$ cat src/rtl/shift_sequencer.sv
// -----------------------------------------------------------------------------
// shift_sequencer
//
// Purpose:
//   Command-driven controller for an external 8-bit universal shift register.
//   It accepts one command at a time: no-op, shift right, shift left, or
//   load-then-shift-right. Shift counts of 9..15 are clamped to 8. It drives
//   the register's enable, mode select, load value and serial fill bits, and
//   it pulses 'done' once when a command completes. 'abort' cancels a command
//   in LOAD or SHIFT, and no 'done' pulse follows.
//
// Handshake:
//   A command transfers on a rising edge of 'clock' where cmdvalid and
//   cmdready are both high. cmdready is high only in IDLE. The requester may
//   keep cmdvalid high while the sequencer is busy. That command transfers on
//   the first IDLE edge.
//
// Configuration macro:
//   SHIFTSEQ_ROTATE_EN - when defined, the serial fill bits come from the
//   register's own end bits (rotate): serialinr = regout[0] and
//   serialinl = regout[7]. When undefined, both fill bits follow sdin.
//
// Ports:
//   clock       in   system clock, rising edge
//   resetn      in   asynchronous active-low reset
//   cmdvalid    in   command pending
//   cmdready    out  command can be accepted (IDLE)
//   cmdop       in   [1:0] 00 nop, 01 right, 10 left, 11 load+right
//   cmdcount    in   [3:0] shift cycles (9..15 treated as 8)
//   cmddata     in   [7:0] load value for op 11
//   sdin        in   serial fill bit (non-rotate build)
//   abort       in   synchronous cancel (LOAD/SHIFT only)
//   regout      in   [7:0] parallel output of the controlled register
//   enable      out  register enable
//   s1, s0      out  register mode: 00 hold, 01 right, 10 left, 11 load
//   parallelin  out  [7:0] register load value (latched command data)
//   serialinr   out  right-shift fill bit
//   serialinl   out  left-shift fill bit
//   busy        out  high in any state other than IDLE
//   done        out  one-cycle completion pulse
//   dbg_state   out  [1:0] current FSM state encoding
// -----------------------------------------------------------------------------
module shift_sequencer (
    input  logic       clock,
    input  logic       resetn,
    input  logic       cmdvalid,
    output logic       cmdready,
    input  logic [1:0] cmdop,
    input  logic [3:0] cmdcount,
    input  logic [7:0] cmddata,
    input  logic       sdin,
    input  logic       abort,
    input  logic [7:0] regout,
    output logic       enable,
    output logic       s1,
    output logic       s0,
    output logic [7:0] parallelin,
    output logic       serialinr,
    output logic       serialinl,
    output logic       busy,
    output logic       done,
    output logic [1:0] dbg_state
);

    typedef enum logic [1:0] {
        ST_IDLE  = 2'd0,
        ST_LOAD  = 2'd1,
        ST_SHIFT = 2'd2,
        ST_DONE  = 2'd3
    } state_t;

    localparam logic [1:0] OP_NOP   = 2'b00;
    localparam logic [1:0] OP_LEFT  = 2'b10;
    localparam logic [1:0] OP_LOADR = 2'b11;

    state_t     r_state;
    state_t     w_next_state;
    logic [1:0] r_op;
    logic [3:0] r_count;   // shift cycles still to run
    logic [7:0] r_data;

    logic       w_handshake;
    logic [3:0] w_count_clamped;

    assign w_handshake     = (r_state == ST_IDLE) && cmdvalid;
    assign w_count_clamped = (cmdcount > 4'd8) ? 4'd8 : cmdcount;

    // Next-state logic
    always_comb begin
        w_next_state = r_state;
        case (r_state)
            ST_IDLE: begin
                if (cmdvalid) begin
                    if (cmdop == OP_LOADR)
                        w_next_state = ST_LOAD;
                    else if ((cmdop != OP_NOP) && (w_count_clamped != 4'd0))
                        w_next_state = ST_SHIFT;
                    else
                        w_next_state = ST_DONE;
                end
            end
            ST_LOAD: begin
                if (abort)
                    w_next_state = ST_IDLE;
                else if (r_count != 4'd0)
                    w_next_state = ST_SHIFT;
                else
                    w_next_state = ST_DONE;
            end
            ST_SHIFT: begin
                // Abort takes priority over a normal finish on the last shift.
                if (abort)
                    w_next_state = ST_IDLE;
                else if (r_count == 4'd1)
                    w_next_state = ST_DONE;
            end
            ST_DONE: begin
                w_next_state = ST_IDLE;
            end
            default: begin
                w_next_state = ST_IDLE;
            end
        endcase
    end

    // State register
    always_ff @(posedge clock or negedge resetn) begin
        if (!resetn)
            r_state <= ST_IDLE;
        else
            r_state <= w_next_state;
    end

    // Latched command fields and remaining count
    always_ff @(posedge clock or negedge resetn) begin
        if (!resetn) begin
            r_op    <= 2'b00;
            r_count <= 4'd0;
            r_data  <= 8'h00;
        end else if (w_handshake) begin
            r_op    <= cmdop;
            r_count <= w_count_clamped;
            r_data  <= cmddata;
        end else if (r_state == ST_SHIFT) begin
            // On abort the count is cleared so that no stale count is kept.
            if (abort)
                r_count <= 4'd0;
            else
                r_count <= r_count - 4'd1;
        end else if ((r_state == ST_LOAD) && abort) begin
            r_count <= 4'd0;
        end
    end

    // Output decode from the registered state and the latched fields only
    always_comb begin
        enable   = 1'b0;
        s1       = 1'b0;
        s0       = 1'b0;
        cmdready = 1'b0;
        busy     = 1'b1;
        done     = 1'b0;
        case (r_state)
            ST_IDLE: begin
                cmdready = 1'b1;
                busy     = 1'b0;
            end
            ST_LOAD: begin
                enable = 1'b1;
                s1     = 1'b1;
                s0     = 1'b1;
            end
            ST_SHIFT: begin
                enable = 1'b1;
                if (r_op == OP_LEFT) begin
                    s1 = 1'b1;
                    s0 = 1'b0;
                end else begin
                    s1 = 1'b0;
                    s0 = 1'b1;
                end
            end
            ST_DONE: begin
                done = 1'b1;
            end
            default: begin
                busy = 1'b1;
            end
        endcase
    end

    assign parallelin = r_data;
    assign dbg_state  = r_state;

`ifdef SHIFTSEQ_ROTATE_EN
    assign serialinr = regout[0];
    assign serialinl = regout[7];
    // sdin has no function in the rotate build.
    logic w_unused_sdin;
    assign w_unused_sdin = sdin;
`else
    assign serialinr = sdin;
    assign serialinl = sdin;
    // regout is only needed for the rotate fill.
    logic w_unused_regout;
    assign w_unused_regout = ^regout;
`endif

endmodule

$ cat config.mk
export PLATFORM = sky130hd
export DESIGN_NAME = shift_sequencer
export DESIGN_NICKNAME = d
export VERILOG_FILES = /design/src/rtl/shift_sequencer.sv
export SDC_FILE = /design/constraint.sdc
export NUM_CORES = 1
export LEC_CHECK = 0
export ABC_CLOCK_PERIOD_IN_PS = 2000
export CORE_UTILIZATION = 35
export CTS_CLUSTER_SIZE = 12
export DETAILED_ROUTE_END_ITERATION = 10
export GPL_TIMING_DRIVEN = 0
export PLACE_DENSITY = 0.79
export SLEW_MARGIN = 5
export SYNTH_ARGS = -nofsm -noshare
export SYNTH_HDL_FRONTEND = slang
export SYNTH_SLANG_ARGS = --single-unit
export TNS_END_PERCENT = 10
$ cat constraint.sdc
create_clock -name clock -period 2 [get_ports clock]
set_clock_uncertainty 0.2 [all_clocks]
set_input_delay 0.3 -clock clock [delete_from_list [all_inputs] [get_ports clock]]
set_output_delay 0.3 -clock clock [all_outputs]
set_load 0.005 [all_outputs]
Word level (Yosys, flattened, before mapping)

Index checks and enable logic that the tools add are counted.

Add/sub/neg operators: 1
$mul: 0
Divide/modulo/power cells: 0
Magnitude comparators: 1
Equality and inequality tests: 8
Shifts and indexed selects: 0
Muxes and demuxes: 21
Bitwise gates (word level): 0
Reductions and logical operators: 10

Operators by type and width:

| kind                                                | number |
|---|---|
| two-way mux 4 bit                                   | 5 |
| two-way mux 2 bit                                   | 5 |
| equality test 2 bit, second input constant          | 4 |
| two-way mux 1 bit                                   | 8 |
| case mux 2 bit (4 select lines)                     | 1 |
| nonzero test 4 bit                                  | 2 |
| equality test 4 x 1 -> 1 bit, second input constant | 1 |
| > comparator 4 bit, second input constant           | 1 |
| case mux 1 bit (2 select lines)                     | 2 |
| subtractor 4 x 1 -> 4 bit, second input constant    | 1 |
| logical AND 1 bit                                   | 3 |
| != test 3 bit, second input constant                | 1 |
| nonzero test 3 bit                                  | 1 |
| equality test 2 x 1 -> 1 bit, second input constant | 1 |
| logical NOT 2 bit                                   | 1 |
| != test 2 bit, second input constant                | 1 |
| AND reduction 2 bit                                 | 1 |
| nonzero test 2 bit                                  | 1 |
| OR reduction 2 bit                                  | 1 |

Register bits: 16
Bits in latches: 0
RAM bits: 0
Memory bits (read-only): 0
Input bits: 27
Memories: 0

Depth between registers and ports, before layout

Gate-level depths: netlist (run 1).

Depth after elaboration: 8
Depth in mapped cells: 7
Mapped depth without buffers: 6

Worst setup path after synthesis (run 1)

Ideal clock, no wire load.

Kind: register to register
From: reg r_state[0], in the netlist dbg_state[0]
To: reg r_count[3]
Library setup time: 0.066 ns
Arrival: 1.618 ns
Setup slack: 0.116 ns
Cell stages (with the launch flop): 8
Path buffers: 1
Cells stage by stage: dfrtp_1 inv_1 ha_1 and2_4 or3_4 buf_6 nor3b_2 a221o_1

Word-level cells in the longest chain between the ends: 3
Elaborated cells between the ends (all ways): 8

RTL lines:

| what                                                    | RTL line | RTL |
|---|---|---|
| start, declared                                         | 76       | `state_t r_state;` |
| start signal, assigned                                  | 131      | `r_state <= w_next_state;` |
| equality test 2 bit (tied with other cells)             | 144      | `end else if (r_state == ST_SHIFT) begin` |
| two-way mux 4 bit (tied with other cells)               | 144      |  |
| two-way mux 4 bit or nonzero test 3 bit (tied branches) | --       |  |
| end signal, assigned                                    | 142      | `r_count <= w_count_clamped;` |
| end signal, assigned                                    | 149      | `r_count <= r_count - 4'd1;` |
| end, declared                                           | 79       | `logic [3:0] r_count;` |

Parallel ways exist; a longest one is shown, timed or not.
A chain may end at the register's enable or synchronous reset.

Worst setup path after layout (run 1)

From: reg r_state[0], in the netlist dbg_state[0]
To: out cmdready

Word-level cells in the longest chain between the ends: 2

RTL lines:

| what              | RTL line | RTL |
|---|---|---|
| logical NOT 2 bit | 163      | `case (r_state)` |
| two-way mux 1 bit | 163      |  |
| end, declared     | 47       | `output logic cmdready,` |

No other way between the ends.

==> results of run 1 <==
==> Yosys cell counts, types with 2 or more instances <==
cell	instances	share of area (%)
a31oi_1	3	2.1
nand2_1	3	1.3
mux2_2	9	11
nor2_1	4	1.7
o21bai_1	2	1.7
ha_1	6	8.4
buf_4	2	1.7
inv_1	6	2.5
o21ai_0	3	1.7
dfrtp_1	16	45
a221o_1	3	3.4
nor3b_2	2	2.8
nor2b_1	2	1.4
a21oi_1	3	1.7
==> per-stage QoR <==
step	setup TNS (ps)	instance area, µm²
floorplan	0	890
global placement	-26.1	1270
detailed placement	-324	1270
CTS	-106	1380
global route	-84.8	1400
finish	0	1400
==> report_power, final <==
part	switching [mW]	internal (mW)	leakage [nW]	total (mW)
clock network	0.103	0.111	0.0210	0.213
registers	0.103	0.478	0.195	0.581
logic	0.494	0.761	0.384	1.25
total	0.699	1.35	0.600	2.05
==> layout by cell type, fill, tap and decap left out, types with 2 or more instances in the layout <==
master / count
ha_4: 3
a221o_1: 3
o21bai_1: 2
buf_4: 6
mux2_2: 9
a31oi_1: 3
o21ai_0: 3
ha_1: 3
nor3b_2: 2
inv_2: 4
a21oi_1: 2
nor2_1: 4
dlygate4sd2_1: 3
inv_1: 3
clkbuf_4: 3
clkdlybuf4s50_1: 29
buf_6: 2
nand2_1: 3
dfrtp_1: 16
==> metal layers <==
metal  global-route usage [%]  part of all wire (%)  vias to the layer above
li1                         -                     -                      370
met1                     18.2                    40                      364
met2                     29.5                    48                       42
met3                     2.90                   8.1                        8
met4                     9.65                   3.1                        0
met5                        0                     0                        -
==> critical path, delay by kind of cell, from the launching register on <==
family,cells,cell delay [ps]
buffers and inverters,2,610
flip-flops,1,420
adder cells (fa/ha/maj),1,180
==> how the worst min path moves through the flow <==
stage | start | end | slack (ps) | cells past startpoint
floorplan | resetn | dbg_state[0]$_DFFE_PN0P_ | -200 | 0
global placement | parallelin[1]$_DFFE_PN0P_ | parallelin[1]$_DFFE_PN0P_ | 290 | 1
detailed placement | parallelin[7]$_DFFE_PN0P_ | parallelin[7]$_DFFE_PN0P_ | 300 | 1
CTS | resetn | parallelin[6]$_DFFE_PN0P_ | 250 | 1
global route | resetn | r_op[1]$_DFFE_PN0P_ | 280 | 1
finish | resetn | parallelin[2]$_DFFE_PN0P_ | 230 | 1
==> what timing repair did <==
action,in CTS,in global routing
setup buffers,5,0
pin swaps,1,0
gates resized for setup,15,7
setup endpoints to repair,9,7
endpoints found under the hold margin,0,0
==> cell families after synthesis <==
family / share of synthesized area (%)
buffers and inverters: 6.47
AOI/OAI and AO/OA: 14.3
xor gates and xnor gates: 0.985
adders and majority gates: 8.44
muxes: 12.5
and+or+nand+nor: 12.2
DFF: 45.0
==> sequential cells by signal, summed over array words and instances, names as in the netlist <==
signal and count:
dbg_state 2, r_count 4, r_op 2, parallelin 8
==> layout make-up <==
cell class	count	area (µm²)	area share (%)
multi-input cells	52	480	34.4
flip-flops and latches	16	400	28.7
repair buffers	40	385	27.6
clock buffers	4	36.3	2.60
well taps	28	35.0	2.51
plain buffers	4	31.3	2.24
inverters	7	26.3	1.88
==> summary.md, run 1 <==
| Metric | Value |
|---|---|
| H-tree depth | `1` |
| Hold slack | `232 ps` |
| Placed cell count | `142` |
| Vias in the first global route | `809` |
| Worst slew pin tran | `709 ps` |
| # IOs | `45` |
| Critical Path AT | `1490 ps` |
| Setup ws final | `13.1 ps` |
| DR iter-0 viols | `6` |
| Clock Tree Root | `clkbuf_4` |
| Wirelength per Cell | `13.2 µm` |
| Part of the cycle the worst path needs | `99.3%` |
| CTS tree | `built` |
| Synth async-reset ratio | `100%` |
| Final setup fails | `0` |
| Slowest library cell on the worst path | `clkdlybuf4s50_1` |
| Bufs on Longest Clock Path | `2` |
| Reg2reg end | `r_count[3]$_DFFE_PN0P_` |
| Mapped Avg Cell Area | `11.3 µm²` |
| Unrepaired setup endpoints after global routing | `true` |
| Worst Path Required | `1500 ps` |
| Site Rows | `17` |
| Startpoint types | `register` |
| Drt total wl | `1.99 mm` |
| Leakage | `0.600 nW` |
| Outcome | `completed` |
| Max-cap violation count | `0` |
| Core Region | `2300 µm²` |
| Number of hold buffers added after cts | `0` |
| Vias | `784` |
| Relative slew margins | `52.6%` |
| Clk Latency, worst-skew pair | `280 ps` |
| Worst slack, placed | `-99.4 ps` |
| Worst Setup EP | `cmdready` |
| Congestion Overflow GR | `0` |
| Mapped Cells | `79` |
| F_max | `503 MHz` |
| Final Total Pwr | `2.05 mW` |
| EDFF count, synth | `0` |
| HPWL Detailed | `1.44 mm` |
| Min cycle time layout | `1990 ps` |
| Largest net degree at the start of global routing | `17` |
| Initial Util | `38.7%` |
| Post-layout util | `60.7%` |
| Area delta synth->final | `56.8%` |
| R2R setup slack | `160 ps` |
| Slew Viols, Final | `0` |
| Vias per inst | `5.19` |
| Die X | `52.4 µm` |
| Synth cell types | `29` |
| Clk slew on worst S/H paths | `90 ps` |
| Post-synthesis sequential area ratio | `45.0%` |
| Endpoints failing hold | `0` |
| Layout cell share with drive strength beyond 1 | `30.1%` |
| Maximum fanout along the worst path | `6` |
| Gr usage total | `16.6%` |
| Layout Nets | `157` |
| # diodes | `0` |
| # DRC | `0` |
| Top_reg_cell synth | `dfrtp_1` |
| Net count after synthesis | `112` |
| Synth warn | `0` |
| Filler Cell Count | `205` |
| Die area | `2750 µm²` |
| Antenna violations before repair | `0` |
| First-pass GRT wire length | `3.32 mm` |
| TritonCTS buffer count | `3` |
| Crit Reg-Reg Startpoint | `dbg_state[0]$_DFFE_PN0P_` |
| Fin cells | `151` |
| Post-route ant nets | `0` |
| Hold Crit Class | `primary input to asynchronous set/reset pin` |
| Crit Path Class | `register to output pin` |
| Critical Path, Cell by Cell | `inv_2 -> ha_4 -> clkdlybuf4s50_1` |
| PD cells | `1470 nW/µm²` |
| Drt pass-1 iters | `4` |
| Syn Std Cell Area | `890 µm²` |
| Critical path's largest stage delay | `500 ps` |
| Max rail drop VDD | `0.000811 V` |
| Sink Count | `16` |
| R2R depth | `7` |
| Die height | `52.4 µm` |
| Buffers added on ports | `35` |
| Crit path launch | `dbg_state[0]$_DFFE_PN0P_` |
| Worst setup EP type | `output pin` |
| Synthesized flop and latch total | `16` |
| Gpl congestion | `0.867` |
No activity file was read; power rests on OpenSTA's default activity.
==> run 2: changes to the inputs <==
Settings changed: ABC_CLOCK_PERIOD_IN_PS 2000 to 2200, CAP_MARGIN from default to 25.
Clock period 2 ns to 2.2 ns, I/O delays scaled along.
==> run 2 against run 1 <==
Combinational power down 11%. First-iteration DRC count up 17%. Setup slack better by 110 ps. Sequential share of layout area up 0.29 points. Hold slack better by 27 ps. Register-to-register slack better by 90 ps. Clock power down 8%. Design area down 0.99%. Cell count down 0.66%. Critical endpoint is now dbg_state[0].
==> summary.md, run 2 (synthesized netlist as in run 1, its figures left out) <==
| Metric | Value |
|---|---|
| Site Rows | `17` |
| Drt total wl | `1.95 mm` |
| Antenna violations before repair | `0` |
| Critical Path AT | `1540 ps` |
| Final setup fails | `0` |
| Core Region | `2300 µm²` |
| Unrepaired setup endpoints after global routing | `false` |
| # DRC | `0` |
| # IOs | `45` |
| Outcome | `completed` |
| F_max | `483 MHz` |
| Crit Reg-Reg Startpoint | `dbg_state[0]$_DFFE_PN0P_` |
| Initial Util | `38.7%` |
| Commonest non-fill, non-tap cells in the layout | `32 x clkdlybuf4s50_1, 16 x dfrtp_1, 9 x mux2_2` |
| Worst slew pin tran | `707 ps` |
| Clk Latency, worst-skew pair | `280 ps` |
| Number of hold buffers added after cts | `0` |
| Post-layout util | `60.1%` |
| Worst Path Required | `1670 ps` |
| CTS tree | `built` |
| Vias | `782` |
| Die area | `2750 µm²` |
| Drt pass-1 iters | `4` |
| Crit path launch | `dbg_state[0]$_DFFE_PN0P_` |
| Bufs on Longest Clock Path | `2` |
| Layout Nets | `156` |
| R2R depth | `6` |
| Crit Path Class | `register to output pin` |
| Hold Crit Class | `primary input to asynchronous set/reset pin` |
| TritonCTS buffer count | `3` |
| Min cycle time layout | `2070 ps` |
| Slew Viols, Final | `0` |
| Buffers added on ports | `35` |
| Worst setup EP type | `output pin` |
| Wirelength per Cell | `13.0 µm` |
| Reg2reg end | `r_count[3]$_DFFE_PN0P_` |
| Part of the cycle the worst path needs | `94.2%` |
| Max rail drop VDD | `0.000698 V` |
| Endpoints failing hold | `0` |
| Sink Count | `16` |
| Most common cell after layout, fill and taps aside | `clkdlybuf4s50_1` |
| # diodes | `0` |
| Placed cell count | `142` |
| Reg area | `400 µm²` |
| Maximum fanout along the worst path | `3` |
| Fin cells | `150` |
| Worst Setup EP | `dbg_state[0]` |
| Final Total Pwr | `1.84 mW` |
| HPWL Detailed | `1.44 mm` |
| Die height | `52.4 µm` |
| Vias in the first global route | `802` |
| First-pass GRT wire length | `3.26 mm` |
| Leakage | `0.600 nW` |
| Area of the multi-input gates | `472 µm²` |
| Post-route cell area | `1380 µm²` |
| Clk slew on worst S/H paths | `100 ps` |
| Startpoint types | `register` |
| Layout cell share with drive strength beyond 1 | `26.2%` |
| Relative slew margins | `52.8%` |
| Max-cap violation count | `0` |
| Filler Cell Count | `209` |
| Vias per inst | `5.21` |
| Post-route ant nets | `0` |
| Largest net degree at the start of global routing | `17` |
| Congestion Overflow GR | `0` |
| DR iter-0 viols | `7` |
| Worst slack, placed | `101 ps` |
| Setup ws final | `128 ps` |
| Area delta synth->final | `55.3%` |
| Gr usage total | `16.3%` |
| Die X | `52.4 µm` |
| H-tree depth | `1` |
| Clock Tree Root | `clkbuf_4` |
| Post-DP Area | `1270 µm²` |
| PD cells | `1330 nW/µm²` |
| R2R setup slack | `250 ps` |
| Max reg flops | `8` |
| Gpl congestion | `0.867` |
-- run 2: timing repair --
item	in CTS	in global routing
buffers inserted	4	0
setup endpoints to repair	3	2
resized for setup	7	4
pin swaps	1	1
-- run 2: worst min-delay path by stage --
stage / start / to / slack [ps] / cells past startpoint
after global placement: parallelin[1]$_DFFE_PN0P_ / parallelin[1]$_DFFE_PN0P_ / 290 / 1
after global routing: resetn / r_op[1]$_DFFE_PN0P_ / 310 / 1
after floorplan: resetn / dbg_state[0]$_DFFE_PN0P_ / -170 / 0
after CTS: resetn / parallelin[6]$_DFFE_PN0P_ / 280 / 1
final: resetn / parallelin[2]$_DFFE_PN0P_ / 260 / 1
after detailed placement: parallelin[7]$_DFFE_PN0P_ / parallelin[7]$_DFFE_PN0P_ / 300 / 1
-- run 2: where the power goes --
part           internal [mW]  switching (mW)
clock                  0.101          0.0950
combinational          0.685           0.429
sequential             0.435          0.0919
total                   1.22           0.616
-- run 2: area by class of cell --
class | instances | share of cell area, %
Multi-Input combinational cell | 52 | 34.1
Sequential cell | 16 | 29.0
Timing Repair Buffer | 39 | 27.5
Clock buffer | 4 | 2.63
Tap cell | 28 | 2.54
Buffer | 4 | 2.26
Inverter | 7 | 1.90
-- run 2: worst max-delay path: stages (launching register included) --
cell and delay (ps):
dfrtp_1 410, buf_4 160, buf_4 130, buf_4 130, clkdlybuf4s50_1 430
-- run 2: routing by layer --
layer  track usage, %  vias to the layer above  share of wire [%]
met3             2.90                        8                7.2
li1                 -                      368                  -
met2             28.7                       40                 48
met1             18.1                      366                 41
met5                0                        -                  0
met4             9.65                        0                3.2
-- run 2: metrics by stage --
stage	hold slack, ps	setup TNS (ps)
after CTS	285	-25.9
after global placement	289	0
final	259	0
after floorplan	-166	0
after global routing	305	0
after detailed placement	299	0
==> run 3: changes to the inputs <==
Settings changed: CORE_UTILIZATION 35 to 31, PLACE_DENSITY 0.79 to 0.72.
==> run 3 against run 2 <==
Via count unchanged. Sequential power barely moved. Total power increased by 0.34%. Hold slack improved by 13 ps. Design area did not move. Setup slack worse by 51 ps. Fmax down 2.4%. Clock-buffer cell count did not move. Clock power is essentially flat. Die area increased by 12%. Wire length increased by 6.9%. First-iteration DRC count is 86% higher. Largest cell class unchanged. Highest routed layer unchanged.
==> summary.md, run 3 (synthesized netlist as in run 1, its figures left out) <==
| Metric | Value |
|---|---|
| Core Region | `2730 µm²` |
| Crit Reg-Reg Startpoint | `dbg_state[0]$_DFFE_PN0P_` |
| Sink Count | `16` |
| PD cells | `1330 nW/µm²` |
| Gpl congestion | `0.833` |
| R2R setup slack | `190 ps` |
| Die X | `55.6 µm` |
| Die height | `55.6 µm` |
| Final setup fails | `0` |
| M2 GR Usage | `25.8%` |
| Drt pass-1 iters | `4` |
| Wirelength per Cell | `13.6 µm` |
| Relative slew margins | `51.3%` |
| Vias in the first global route | `815` |
| Commonest non-fill, non-tap cells in the layout | `33 x clkdlybuf4s50_1, 16 x dfrtp_1, 9 x mux2_2` |
| Site Rows | `19` |
| Layout cell share with drive strength beyond 1 | `26.8%` |
| Reg2reg end | `r_count[3]$_DFFE_PN0P_` |
| Min cycle time layout | `2120 ps` |
| HPWL Detailed | `1.57 mm` |
| Area of the multi-input gates | `459 µm²` |
| TritonCTS buffer count | `3` |
| Leakage | `0.598 nW` |
| Post-DP Area | `1280 µm²` |
| Hold Crit Class | `primary input to asynchronous set/reset pin` |
| Clock Tree Root | `clkbuf_4` |
| Vias | `782` |
| Slew Viols, Final | `0` |
| Die area | `3090 µm²` |
| Filler Cell Count | `236` |
| First-pass GRT wire length | `3.55 mm` |
| Worst Path Required | `1670 ps` |
| Congestion Overflow GR | `0` |
| Maximum fanout along the worst path | `3` |
| Vias per inst | `5.08` |
| Most common cell after layout, fill and taps aside | `clkdlybuf4s50_1` |
| Largest net degree at the start of global routing | `17` |
| Drt total wl | `2.09 mm` |
| Post-route cell area | `1380 µm²` |
| Met1 Resource Use GR | `16.8%` |
| Initial Util | `32.5%` |
| Number of hold buffers added after cts | `0` |
| Crit Path Class | `register to output pin` |
| Unrepaired setup endpoints after global routing | `false` |
| Antenna violations before repair | `0` |
| Clk slew on worst S/H paths | `90 ps` |
| Buffers added on ports | `35` |
| Worst slew pin tran | `728 ps` |
| Worst slack, placed | `109 ps` |
| Critical Path AT | `1590 ps` |
| # diodes | `0` |
| Reg area | `400 µm²` |
| Gr usage total | `14.6%` |
| Max rail drop VDD | `0.000911 V` |
| Max reg flops | `8` |
| Bufs on Longest Clock Path | `2` |
| Setup ws final | `76.7 ps` |
| R2R depth | `6` |
| Max-cap violation count | `0` |
| F_max | `471 MHz` |
| Endpoints failing hold | `0` |
| Outcome | `completed` |
| # IOs | `45` |
| DR iter-0 viols | `13` |
| Startpoint types | `register` |
| Part of the cycle the worst path needs | `96.5%` |
| Met3 Use GR | `3.02%` |
| Clk Latency, worst-skew pair | `280 ps` |
| H-tree depth | `1` |
| Area delta synth->final | `55.3%` |
| # DRC | `0` |
| CTS tree | `built` |
| Worst setup EP type | `output pin` |
| Sum of negative setup slack | `0 ps` |
| GR peak layer | `met2` |
| Post-route ant nets | `0` |
| Layout Nets | `157` |
[run 3: changes by cell type in the layout (fill, tap and decap cells not counted)]
cell,change
buf_4,+1
clkdlybuf4s50_1,+1
dlygate4sd2_1,-1
ha_2,+1
ha_4,-1
inv_1,-1
inv_2,+1
nor2b_1,+1
nor2b_2,-1
[run 3: through the flow]
stage               util, %  std cells  hold WS, ps  power (mW)
floorplan                 -         79         -166        1.06
global placement       46.8        145          291        1.50
detailed placement     46.8        145          299        1.55
CTS                    50.0        154          284        1.84
global route           50.5        154          305        2.00
finish                 50.5        154          272        1.84
[run 3: report_power, final]
group	switching [mW]	internal, mW	total [mW]
Clock	0.0919	0.101	0.193
Sequential	0.0952	0.435	0.530
Combinational	0.439	0.681	1.12
Total	0.626	1.22	1.84
[run 3: area by class of cell]
cell class              instances  share of cell area, %
plain buffers                   4                   2.26
clock buffers                   4                   2.63
inverters                       7                   1.90
multi-input cells              52                   33.2
flip-flops and latches         16                   29.0
well taps                      31                   2.81
repair buffers                 40                   28.2
[run 3: worst max path at each step]
stage	start	end	slack, ps	cells after the start
after floorplan	dbg_state[0]$_DFFE_PN0P_	r_count[3]$_DFFE_PN0P_	320	7
after global placement	dbg_state[0]$_DFFE_PN0P_	s1	160	5
after detailed placement	dbg_state[0]$_DFFE_PN0P_	r_count[3]$_DFFE_PN0P_	110	6
after CTS	dbg_state[0]$_DFFE_PN0P_	s0	-50	4
after global routing	dbg_state[0]$_DFFE_PN0P_	done	9	4
final	dbg_state[0]$_DFFE_PN0P_	done	80	4
[run 3: timing repair]
| action | CTS | global route |
|---|---|---|
| endpoints found under the hold margin | 0 | 0 |
| setup endpoints to repair | 3 | 3 |
| buffers inserted | 5 | 0 |
| resized for setup | 5 | 5 |
[run 3: routing by layer]
| metal | routed length, µm | vias to the layer above |
|---|---|---|
| met1 | 869 | 379 |
| met5 | 0 | - |
| met2 | 1070 | 29 |
| li1 | - | 370 |
| met3 | 113 | 4 |
| met4 | 29 | 0 |
[run 3: critical path: stages, from the launching register on]
cell             delay (ps)
dfrtp_1                 420
buf_4                   150
buf_4                   120
ha_1                    180
clkdlybuf4s50_1         440
==> patch 1, RTL diff (settings of run 3) <==
Reset style: synchronous (`resetn`), changed in 2 clocked blocks. Comments in the files are not updated.
--- a/src/rtl/shift_sequencer.sv
+++ b/src/rtl/shift_sequencer.sv
@@ -124,7 +124,7 @@
     end
 
     // State register
-    always_ff @(posedge clock or negedge resetn) begin
+    always_ff @(posedge clock) begin
         if (!resetn)
             r_state <= ST_IDLE;
         else
@@ -132,7 +132,7 @@
     end
 
     // Latched command fields and remaining count
-    always_ff @(posedge clock or negedge resetn) begin
+    always_ff @(posedge clock) begin
         if (!resetn) begin
             r_op    <= 2'b00;
             r_count <= 4'd0;
Check against the original RTL: differs if resetn is asserted again (counterexample within 4 cycles, from zero or initial values and one cycle with resetn low); with resetn held inactive, the same outputs for 10 cycles.
==> patch 1 against run 3 <==
- cell area fell by 4.2%
- sequential power down 19%
- sequential cell count unchanged
- routed wire length rose by 1.3%
- final cell count grew 17%
- first-iteration DRC count down 23%
- hold slack worse by 11 ps
- sequential share of layout area decreased by 4.2 points
- area after synthesis down 3.2%
- total power shrank 24%
- worst setup slack improved by 43 ps
- largest power group unchanged
==> patch 1: results (changes against run 3) <==
The sum of routed wire segments on met1 is 906 µm (+4.3%). The via count of the first global-routing pass came out at 842 (+3.3%). The pre-CTS setup slack is 215 ps (+106 ps). In this run the worst setup path terminates at enable. The adder-cell share of the synthesized area is 8.72% (+0.28 points). The global routing met3 resource utilization is 4.17% (+1.1 points). The worst hold-check slack is 260 ps (-11.2 ps). The fraction of final layout cells sized beyond drive strength 1 is 14.0% (-13 points). The maximum clock frequency came out at 481 MHz (+2.1%).

The run finished with clean final reports. The sum of met2 wire segment lengths after detailed routing is 1040 µm (-3.6%). The net count after synthesis came out at 142 (+27%). The detailed-routed wire length on met3 came to 160 µm (+42%). The share of synthesized area spent on multiplexers came to 1.31% (-11 points).

The net count of the finished layout is 184 (+17%). The HPWL reported at the end of detailed placement came to 1650 µm (+4.7%). The xor and xnor area share after synthesis came out at 1.02% (+0.033 points). The met1 layer usage reported by global route came out at 18.5% (+1.7 points).

The most used flip-flop cell after synthesis is dfxtp_1. The maximum fanout along the worst path is 4 (+1). The first-pass GRT wire length is 3540 µm (-0.20%). The critical path data arrival time is 1550 ps (-40 ps). The standard cell area after detailed placement came out at 1250 µm² (-2.3%). The maximum number of pins on one net before global-route repair is 11 (-6).

The compound-gate portion of the synthesized area is 21.1% (+6.7 points). The portion of the post-synthesis area used by sequential elements came out at 37.2% (-7.8 points). The total instance count after detailed placement is 174 (+20%). The last weighted congestion value of the routability-driven placer came to 0.789 (-5.2%). The area of the multi-input gates came to 489 µm² (+6.5%). The overall via count from detail_route came out at 878 (+12%). The detailed-route wire length came out at 2120 µm (+1.3%). The worst register-to-register path ends at r_count[0]. The commonest cells after synthesis are nand2_1, a21oi_1, dfxtp_1, inv_1. The internal power of the cells came to 890 µW (-27%). The static power due to leakage came out at 0.524 nW (-12%). The transition time at the pin with the least slew margin is 422 ps (-307 ps).

The proportion of register bits with asynchronous set or reset after synthesis is 0% (-100 points). The first-iteration detailed-routing DRC count came out at 10 (-3).
==> patch 1: changes by cell type after synthesis, moves of 3 or more <==
cell	before	now
nand2_1	3	23
dfrtp_1	16	0
dfxtp_1	0	16
a21oi_1	3	16
mux2_2	9	1
inv_1	6	10
a221o_1	3	0
==> patch 1: how the worst min path moves through the flow <==
stage | startpoint | endpoint | cells after the start
6_report | parallelin[5] | parallelin[5] | 2
5_1_grt | parallelin[4] | parallelin[4] | 2
4_1_cts | r_op[0] | r_op[0] | 2
3_5_place_dp | r_op[0] | r_op[0] | 2
3_3_place_gp | r_op[0] | r_op[0] | 2
2_1_floorplan | r_op[0] | r_op[0] | 2
==> patch 1: critical path: stages, from the launching register on <==
cell             delay, ps
dfxtp_4                380
inv_1                   60
ha_2                   330
clkdlybuf4s50_1        490
==> patch 1: layout make-up <==
type,count,area share (%)
Clock buffer,4,2.74
Inverter,10,2.84
Sequential cell,16,24.8
Tap cell,30,2.84
Timing Repair Buffer,37,27.7
Multi-Input combinational cell,78,37.0
Buffer,5,2.17
==> patch 2, RTL diff (flow settings as in run 3) <==
Without the edit above. Put one more register stage on the output `dbg_state`, with the module's reset. The value now appears one clock later. The other outputs are not delayed to match.
--- a/src/rtl/shift_sequencer.sv
+++ b/src/rtl/shift_sequencer.sv
@@ -190,7 +190,13 @@
     end
 
     assign parallelin = r_data;
-    assign dbg_state  = r_state;
+    always_ff @(posedge clock or negedge resetn) begin
+        if (!resetn) begin
+            dbg_state <= '0;
+        end else begin
+            dbg_state <= r_state;
+        end
+    end
 
 `ifdef SHIFTSEQ_ROTATE_EN
     assign serialinr = regout[0];
Function: changed (a bounded check fails within 4 cycles, from zero or initial values and one cycle with resetn low).
==> patch 2 against run 3 <==
- synthesized cell count fell by 1.3%
- critical endpoint is now s0
- register-to-register slack better by 160 ps
- area after synthesis increased by 3.4%
- maximum frequency is 0.62% higher
- worst setup slack improved by 13 ps
- global-route usage down 0.94 points
- total power increased by 2.2%
- sequential cell count up 2
- routed wire length down 4.1%
- cell area rose by 2.0%
==> patch 2: results (changes against run 3) <==
The number of antenna violations at the first check in global routing came out at 0 (unchanged). The number of search-and-repair iterations in the first detailed-routing pass came to 4 (unchanged). The number of flip-flops under the largest register name came to 8 (unchanged). The maximum number of pins on one net before global-route repair is 19 (+2). The run finished with clean final reports. The detailed-route wire length is 2000 µm (-4.1%).

The first-pass GRT wire length came to 3420 µm (-3.7%). The HPWL reported at the end of detailed placement came out at 1510 µm (-3.8%). The slowest stage of the critical path belongs to the cell dfrtp_1. The met1 layer usage reported by global route is 17.2% (+0.43 points).

The detailed-routed wire length on met3 came out at 136 µm (+20%). Signal routing reaches up to met4. The proportion of register bits with asynchronous set or reset after synthesis is 100% (unchanged).

The fraction of final layout cells sized beyond drive strength 1 came out at 15.6% (-11 points). The net count of the finished layout came out at 156 (-0.64%). The number of fillers in the final layout came out at 256 (+8.5%). The tightest slew margin relative to the limit is 46.5% (-4.8 points). The global routing usage on met2 came out at 23.4% (-2.5 points). The via count of the first global-routing pass is 751 (-7.9%). The register clock-pin slew on the reported worst setup and hold paths is 100 ps. The root buffer cell is clkbuf_4. The maximum fanout along the worst path is 6 (+3).

The total instance count after detailed placement came out at 144 (-0.69%). The quantity of I/O buffers inserted on ports came out at 35 (unchanged). The commonest cells after synthesis are dfrtp_1, mux2_1, ha_1, inv_1, nor2_1.

The sum of met2 wire segment lengths after detailed routing was 962 µm (-10%). The vias per cell came to 4.87 (-4.1%). The net count after synthesis is 111 (-0.89%). The worst voltage drop across the vdd grid is 0.800 mV (-12%). The antenna cell count came out at 0 (unchanged). The critical path's largest stage delay is 400 ps (-40 ps). The global routing met3 resource utilization came out at 2.76% (-0.26 points).

The critical path data arrival time is 1580 ps. The CTS buffer count is 3 (unchanged). The number of distinct standard cells referenced by the synthesized netlist was 28 (-3.4%). The maximum count of clock buffers along a single path came to 2 (unchanged).

The number of cells upsized or downsized after cts is 7 (+2). The portion of the post-synthesis area used by sequential elements is 49.0% (+4.0 points). The standard cell area after detailed placement is 1310 µm² (+2.3%). The number of non-filler instances in the completed layout is 153 (-0.65%).

The number of warnings issued by yosys came to 0 (unchanged). The tightest min-delay check is of the primary input to asynchronous set/reset pin type. The average size of a mapped cell is 11.8 µm² (+4.7%). Among cell families on the critical path, the largest total delay comes from buffers and inverters. The maximum level of the CTS H-tree came out at 1 (unchanged). The first-iteration detailed-routing DRC count came out at 15 (+2). The global routing usage summed across all routing layers is 13.7% (-0.94 points). The clock latency on the worst-skew pair is 290 ps.

The static power due to leakage came out at 0.600 nW (+0.23%). The buffer count from post-CTS setup fixing is 4 (-1). The last weighted congestion value of the routability-driven placer is 0.779 (-6.4%). The sum of routed wire segments on met1 is 881 µm (+1.4%). By area the synthesized netlist is led by dfrtp_1, mux2_1, ha_1. For this run, the leading register cell type out of synthesis is dfrtp_1. The pre-CTS setup slack is 105 ps (-4.44 ps).
patch 2: changes by cell type in the layout (fill, tap and decap cells not counted), moves of 2 or more:
| cell | change |
|---|---|
| dfrtp_1 | +2 |
| inv_2 | -2 |
| mux2_1 | +10 |
| mux2_2 | -9 |
| nand2_1 | -2 |
| nand2b_1 | +3 |
| nor3b_2 | -2 |
patch 2: cell families after synthesis:
kind of cell / synth area share, %
AO/OA/AOI/OAI: 14.3
XOR/XNOR: 1.91
AND/OR/NAND/NOR: 8.71
adder cells (fa/ha/maj): 8.16
flip-flops: 49.0
multiplexers: 13.3
buffers and inverters: 4.62
patch 2: where the power goes:
| part | switching (mW) | total (mW) | internal (mW) |
|---|---|---|---|
| Sequential | 0.0971 | 0.591 | 0.494 |
| Combinational | 0.430 | 1.09 | 0.662 |
| Clock | 0.0997 | 0.201 | 0.101 |
| Total | 0.627 | 1.88 | 1.26 |
patch 2: layout make-up:
cell class,count,area [µm²],area share [%]
flip-flops and latches,18,450,32.0
well taps,31,38.8,2.75
plain buffers,3,20.0,1.42
multi-input cells,51,454,32.2
repair buffers,40,387,27.4
inverters,6,22.5,1.60
clock buffers,4,36.3,2.58
patch 2: worst paths after layout:
| path | startpoint | endpoint | slack, ps | cells after the start |
|---|---|---|---|---|
| worst max-delay path | r_state[1] | s0 | 90 | 6 |
| worst min-delay path | resetn | parallelin[5] | 290 | 1 |
| worst max register to register | r_state[1] | r_count[2] | 350 | 7 |
| worst min register to register | parallelin[4] | parallelin[4] | 300 | 1 |
| max in group asynchronous | resetn | r_count[0] | 1010 | 1 |
| min in group clock | parallelin[4] | parallelin[4] | 300 | 1 |
